$ cat src/rtl/score_pkg.sv
// Shared encodings, limits and the BCD increment helper for the Dino score path.
package score_pkg;

  typedef enum logic [1:0] {
    ST_IDLE = 2'b00,
    ST_RUN  = 2'b01,
    ST_OVER = 2'b10
  } state_t;

  localparam logic [3:0]  BCD_DIGIT_MAX = 4'h9;
  localparam logic [15:0] SCORE_MAX     = 16'h9999;

  // Ripple a +1 through four BCD digits; each digit wraps 9->0 and carries.
  function automatic logic [15:0] bcd4_inc(input logic [15:0] v);
    logic [15:0] r;
    logic        carry;
    r     = v;
    carry = 1'b1;
    for (int i = 0; i < 4; i++) begin
      if (carry) begin
        if (v[i*4 +: 4] >= BCD_DIGIT_MAX) begin
          r[i*4 +: 4] = 4'h0;
          carry       = 1'b1;
        end else begin
          r[i*4 +: 4] = v[i*4 +: 4] + 4'h1;
          carry       = 1'b0;
        end
      end else begin
        r[i*4 +: 4] = v[i*4 +: 4];
      end
    end
    return r;
  endfunction

endpackage

$ cat src/rtl/bcd4_counter.sv
// Four-digit BCD score register with clear, saturating increment and hundreds carry.
module bcd4_counter
  import score_pkg::*;
(
  input  logic        clk,
  input  logic        rst,
  input  logic        clr,
  input  logic        inc,
  output logic [15:0] value,
  output logic        hundred_carry,
  output logic        at_max
);

  logic [15:0] value_r;

  assign value         = value_r;
  assign at_max        = (value_r == SCORE_MAX);
  // Asserted in the cycle whose closing edge moves the count from xx99 to xy00.
  assign hundred_carry = inc & ~at_max & (value_r[7:0] == 8'h99);

  // Score register: clear dominates, increment stops at 9999.
  always_ff @(posedge clk) begin
    if (rst) begin
      value_r <= 16'h0000;
    end else if (clr) begin
      value_r <= 16'h0000;
    end else if (inc && !at_max) begin
      value_r <= bcd4_inc(value_r);
    end else begin
      value_r <= value_r;
    end
  end

endmodule

$ cat src/rtl/score_sequencer.sv
// Run controller: IDLE/RUN/OVER FSM, tick prescaler, high-score register and speed level.
module score_sequencer
  import score_pkg::*;
#(
  parameter int TICK_CYCLES = 33554432,
  parameter int LEVEL_MAX   = 7
) (
  input  logic        clk,
  input  logic        rst,
  input  logic        start,
  input  logic        collide,
  input  logic        pause,
  output logic [31:0] data,
  output logic [1:0]  state,
  output logic        tick,
  output logic [2:0]  level,
  output logic        game_over
);

  localparam int            PW        = (TICK_CYCLES > 2) ? $clog2(TICK_CYCLES) : 1;
  localparam logic [PW-1:0] TERM      = PW'(TICK_CYCLES - 1);
  localparam logic [2:0]    LEVEL_TOP = 3'(LEVEL_MAX);

  state_t        state_r, state_nxt_s;
  logic [PW-1:0] presc_r, presc_nxt_s;
  logic [15:0]   hi_r, hi_nxt_s;
  logic [2:0]    level_r;
  logic          tick_r, tick_nxt_s;
  logic          game_over_r;
  logic          clr_s, inc_s;
  logic [15:0]   score_s;
  logic          hundred_carry_s, at_max_s;

  bcd4_counter u_score (
    .clk           (clk),
    .rst           (rst),
    .clr           (clr_s),
    .inc           (inc_s),
    .value         (score_s),
    .hundred_carry (hundred_carry_s),
    .at_max        (at_max_s)
  );

  // Next-state, prescaler, high-score and counter-control decode.
  always_comb begin
    state_nxt_s = state_r;
    presc_nxt_s = presc_r;
    hi_nxt_s    = hi_r;
    tick_nxt_s  = 1'b0;
    clr_s       = 1'b0;
    inc_s       = 1'b0;
    case (state_r)
      ST_IDLE: begin
        clr_s       = 1'b1;
        presc_nxt_s = '0;
        if (start) begin
          state_nxt_s = ST_RUN;
        end else begin
          state_nxt_s = ST_IDLE;
        end
      end
      ST_RUN: begin
        if (collide) begin
          // Collision beats a coincident terminal count: no increment, prescaler restarts.
          state_nxt_s = ST_OVER;
          presc_nxt_s = '0;
          if (score_s > hi_r) begin
            hi_nxt_s = score_s;
          end else begin
            hi_nxt_s = hi_r;
          end
        end else if (pause) begin
          presc_nxt_s = presc_r;
        end else if (presc_r == TERM) begin
          presc_nxt_s = '0;
          if (!at_max_s) begin
            inc_s      = 1'b1;
            tick_nxt_s = 1'b1;
          end else begin
            inc_s      = 1'b0;
            tick_nxt_s = 1'b0;
          end
        end else begin
          presc_nxt_s = presc_r + {{(PW-1){1'b0}}, 1'b1};
        end
      end
      ST_OVER: begin
        if (start) begin
          state_nxt_s = ST_RUN;
          clr_s       = 1'b1;
          presc_nxt_s = '0;
        end else begin
          state_nxt_s = ST_OVER;
        end
      end
      default: begin
        state_nxt_s = ST_IDLE;
        clr_s       = 1'b1;
        presc_nxt_s = '0;
      end
    endcase
  end

  // FSM, prescaler, high score and registered status outputs.
  always_ff @(posedge clk) begin
    if (rst) begin
      state_r     <= ST_IDLE;
      presc_r     <= '0;
      hi_r        <= 16'h0000;
      tick_r      <= 1'b0;
      game_over_r <= 1'b0;
    end else begin
      state_r     <= state_nxt_s;
      presc_r     <= presc_nxt_s;
      hi_r        <= hi_nxt_s;
      tick_r      <= tick_nxt_s;
      game_over_r <= (state_nxt_s == ST_OVER);
    end
  end

  // Speed level follows the hundreds carry of the score and saturates.
  always_ff @(posedge clk) begin
    if (rst) begin
      level_r <= 3'd0;
    end else if (clr_s) begin
      level_r <= 3'd0;
    end else if (hundred_carry_s && (level_r < LEVEL_TOP)) begin
      level_r <= level_r + 3'd1;
    end else begin
      level_r <= level_r;
    end
  end

  assign data      = {hi_r, score_s};
  assign state     = state_r;
  assign tick      = tick_r;
  assign level     = level_r;
  assign game_over = game_over_r;

endmodule

$ cat config.mk
export PLATFORM = sky130hd
export DESIGN_NAME = score_sequencer
export DESIGN_NICKNAME = d
export VERILOG_FILES = /design/src/rtl/score_pkg.sv /design/src/rtl/bcd4_counter.sv /design/src/rtl/score_sequencer.sv
export SDC_FILE = /design/constraint.sdc
export NUM_CORES = 1
export LEC_CHECK = 0
export ABC_AREA = 1
export BUFFER_PORTS_ARGS = -buffer_cell sky130_fd_sc_hd__buf_4
export CAP_MARGIN = 5
export CORE_ASPECT_RATIO = 2
export CORE_MARGIN = 2
export CORE_UTILIZATION = 45
export CTS_CLUSTER_SIZE = 8
export DETAILED_ROUTE_END_ITERATION = 8
export PLACE_DENSITY = 0.68
export SLEW_MARGIN = 20
export SYNTH_ARGS = -nofsm -noshare
export SYNTH_HDL_FRONTEND = slang
export SYNTH_SLANG_ARGS = --single-unit
$ cat constraint.sdc
create_clock -name clk -period 1.8 [get_ports clk]
set_clock_uncertainty 0.05 [all_clocks]
set_input_delay 0.36 -clock clk [delete_from_list [all_inputs] [get_ports clk]]
set_output_delay 0.36 -clock clk [all_outputs]
set_load 0.05 [all_outputs]
==> results <==
- The peak supply drop is 1.66 mV.
- The proportion of power drawn by combinational gates is 0.521.
- For this design the top-level I/O count stands at 44.
- The library cell used most frequently in the layout, excluding fill and tap cells, is sky130_fd_sc_hd__buf_4.
- STA puts the critical path data arrival time at 2.13 ns.
- The repair_antennas step left the layout with diodes totalling 0.
- The smallest hold slack is 0.232 ns.
- The worst slew margin relative to its limit is 0.763.
- The share of total power dissipated in the clock network is 0.264.
- Dividing the final minimum period by the clock period gives 1.08.
- The number of antenna violations at the first check in global routing is 0.
- The buffer depth of the longest clock path is 2.
- The combined area of all synthesized cells is 0.00364 mm^2.
- In this run the remaining antenna-violating nets after routing total 0.
- The share of total power dissipated in sequential elements is 0.215.
- The proportion of total power due to net switching is 0.401.
- Internal power comes to 0.00453 W.
- Each instance of the synthesized netlist takes up on average 6.95 um^2.
- On the critical path, the stage with the largest delay is an instance of sky130_fd_sc_hd__dfxtp_4.
- Using the TritonRoute via totals, the vias-per-cell ratio works out to 5.35.
- The net load switching power is 0.00303 W.
- The summed negative setup slack over all endpoints is -1.08 ns.
- The count of cell types in the netlist is 37.
- The clock transition at the register clock pins on the worst setup and hold paths after CTS is 0.05 ns.
- The H-tree was split into 3 levels.
- The maximum single-stage delay on the critical path is 0.36 ns.
- The filler cells instantiated in the layout total 610.
- The weighted congestion at the end of routability-driven global placement is 0.886.
- In the global route stage, overall resource usage came out at 0.262.
- Counting every net in the synthesized netlist gives 559.
- The hold buffer count at CTS is 0.
- The y dimension of the die is 131 um.
- The share of final-layout standard cells stronger than drive strength 1 is 0.409.
- The worst slack at placement is -0.108 ns.
- The number of endpoints with negative hold slack in the final report is 0.
- The root cell of the clock tree is sky130_fd_sc_hd__clkbuf_16.
- The initial utilization of the core area, before any placement, comes to 0.462.
- The run finished, with violations left.
- The top achievable clock speed is 512 MHz.
- The number of global-route vias before repair was 3879.
- The transition time at the pin with the least slew margin is 0.355 ns.
- The critical path is of the reg2reg type.
- The final standard cell count with taps included and fillers excluded is 744.
- After detailed routing, the average wire length per cell comes to 15.8 um.
- The worst min-delay path startpoint is rst.
- The first-pass GRT wire length is 17300 um.
- Leaving out fill and tap cells, the most frequent cells in the layout are sky130_fd_sc_hd__buf_4 (111), sky130_fd_sc_hd__nand2_1 (78), sky130_fd_sc_hd__nor2_1 (68).
- The peak fanout along the critical path is 16.
- The number of warnings issued by yosys is 0.
- The DRC violation count after routing is 0.
- The final route contains 3978 vias.
- The min-delay analysis places its worst path in the category in2reg.
- During placement, the flow inserted port buffers numbering 43.
- Synthesis produced a netlist whose cell count is 524.
- The static power due to leakage is 2.38 nW.
- The synthesized design contains 0 enable-type register cells.
- The number of pins with negative max-slew slack in the final report is 0.
- The sequential cell area fraction in the yosys report is 0.352.
- The area growth from synthesis to layout is 51.1%.
- The total overflow left after global routing is 0.
- After the first detailed-routing iteration, the DRC count stood at 253.
- In the final design database the tool counted 678 nets.
- The critical path starts at u_score.value[5].
- The launching element type of the critical path is a flip-flop.
- The clock insertion delay at the later pin of the skew report is 0.34 ns.
- The checks that failed: negative setup slack.
- Counting cells, the worst reg-to-reg path comes to 11.
- The max-cap check violation count is 0.
- Counting instances, the worst hold path has a depth of 2.
- The die boundary width is 67.6 um.
- The clock period minus final worst setup slack is 1.95 ns.
- The share of synthesized registers carrying an async set or reset is 0.
- The number of storage elements in the synthesis netlist is 64.
- Detailed placement finished with a half-perimeter wire length of 7980 um.
- TritonCTS built the clock tree.
- Setup repair after global routing could not meet its margin everywhere.
- In this run the standard cell core region covers 0.00789 mm^2.
- The primary flip-flop cell chosen by synthesis mapping is sky130_fd_sc_hd__dfxtp_1.
- The final count of negative-setup-slack endpoints is 16.
- The die area is 0.00888 mm^2.
- The required time at the worst-slack endpoint is 1.97 ns.
- The total iterations of the first detailed-routing run is 7.
- The number of rows created at floorplan is 46.
- The cell type with the highest occurrence count on the critical path is sky130_fd_sc_hd__nand2_2.
- The endpoint type of the worst setup path is a flip-flop.
- The power density over cell area is 1370 mW/mm^2.
- The slack of the critical path is -0.153 ns.
- The total clock sinks is 64.
- Counting tap cells, the placed design contains a total of 705 instances.
- The worst flop-to-flop path startpoint is u_score.value[5].
- Entering global routing, the biggest net connects 18 pins.
- TritonCTS created 9 clock buffers.
- Traced cell by cell, the critical path runs through ha_4 -> a21oi_4 -> nor2_2 -> nor3_2 -> buf_4 -> nand2_2 -> nand2_2 -> nand2_4 -> buf_12 -> a21oi_1 -> nor2_1.
- For this block, the routed nets add up to 11800 um of wire.
## path summary, 6_finish.rpt
check                                    to  slack [ns]
worst min register to register  presc_r[23]        0.42
worst min-delay path             presc_r[1]        0.23
worst max register to register      hi_r[5]       -0.15
worst max-delay path                hi_r[5]       -0.15
## per-stage QoR
step | total power, W | util | area (um^2)
after floorplan | 0.00323 | - | 3750
after global placement | 0.00394 | 0.579 | 4560
after detailed placement | 0.00397 | 0.579 | 4560
after CTS | 0.00667 | 0.650 | 5120
after global routing | 0.00781 | 0.698 | 5510
final | 0.00756 | 0.698 | 5510
## critical path, delay by kind of cell (launching register included)
family / cells / cell delay [ns]
simple gates: 6 / 0.52
fa+ha+maj: 1 / 0.25
buf+inv: 2 / 0.32
flops: 1 / 0.36
compound gates: 2 / 0.33
## cells in the mapped netlist (2+ instances only)
| master | instances | share of area |
|---|---|---|
| sky130_fd_sc_hd__or2_0 | 2 | 0.0034 |
| sky130_fd_sc_hd__nand2_2 | 4 | 0.0069 |
| sky130_fd_sc_hd__a31oi_1 | 3 | 0.0052 |
| sky130_fd_sc_hd__a211oi_1 | 3 | 0.0062 |
| sky130_fd_sc_hd__inv_1 | 71 | 0.073 |
| sky130_fd_sc_hd__o21ai_0 | 12 | 0.016 |
| sky130_fd_sc_hd__nand2_4 | 2 | 0.0062 |
| sky130_fd_sc_hd__a21oi_2 | 2 | 0.0048 |
| sky130_fd_sc_hd__nor2_1 | 85 | 0.088 |
| sky130_fd_sc_hd__nand4_1 | 8 | 0.014 |
| sky130_fd_sc_hd__nor2_2 | 3 | 0.0052 |
| sky130_fd_sc_hd__nor2_4 | 2 | 0.0062 |
| sky130_fd_sc_hd__nand3_1 | 41 | 0.056 |
| sky130_fd_sc_hd__a21oi_1 | 45 | 0.062 |
| sky130_fd_sc_hd__clkbuf_1 | 8 | 0.0082 |
| sky130_fd_sc_hd__o21ai_1 | 3 | 0.0041 |
| sky130_fd_sc_hd__xnor2_1 | 3 | 0.0072 |
| sky130_fd_sc_hd__nand2_1 | 95 | 0.098 |
| sky130_fd_sc_hd__ha_1 | 30 | 0.10 |
| sky130_fd_sc_hd__nor3_1 | 13 | 0.018 |
| sky130_fd_sc_hd__dfxtp_1 | 64 | 0.35 |
| sky130_fd_sc_hd__xor2_1 | 10 | 0.024 |
## state kept, by name (all words and copies together), names as in the netlist
name           cells
u_score.value     16
presc_r           25
level              3
hi_r              16
state              2
game_over          1
tick               1
## cell type report
class / instances / area, um^2 / area share
Clock buffer: 10 / 229 / 0.0416
Clock inverter: 6 / 108 / 0.0195
Inverter: 73 / 274 / 0.0498
Multi-Input combinational cell: 376 / 2430 / 0.441
Sequential cell: 64 / 1380 / 0.250
Tap cell: 96 / 120 / 0.0218
Timing Repair Buffer: 119 / 971 / 0.176
## kinds of logic (layout without fill, tap and decap cells)
group | Yosys count | after routing | synth area share
compound gates | 71 | 71 | 0.105
xor+xnor | 13 | 13 | 0.0313
fa+ha+maj | 30 | 30 | 0.103
buf+inv | 84 | 208 | 0.0879
flops | 64 | 64 | 0.352
simple gates | 262 | 262 | 0.321
## power by group through the flow
stage               Clock, W  Combinational (W)  Sequential [W]
finish               0.00199            0.00394         0.00163
global route         0.00209            0.00409         0.00164
CTS                  0.00201            0.00304         0.00162
detailed placement         0            0.00232         0.00165
global placement           0            0.00230         0.00164
floorplan                  0            0.00124         0.00198
## layer usage
layer  vias to the layer above  global-route usage  wire [um]
li1                       1936                   -          -
met1                      1861               0.219       3750
met2                       117               0.469       6570
met3                        64              0.0788        583
met4                         0               0.210        877
met5                         -                   0          0
## repair_timing
item | in CTS | in global routing
buffers inserted | 8 | 14
gates resized for setup | 31 | 75
endpoints found under the setup margin | 33 | 58
cloned | 1 | 1
pin swaps | 13 | 30
Power figures use the tool's default switching activity.
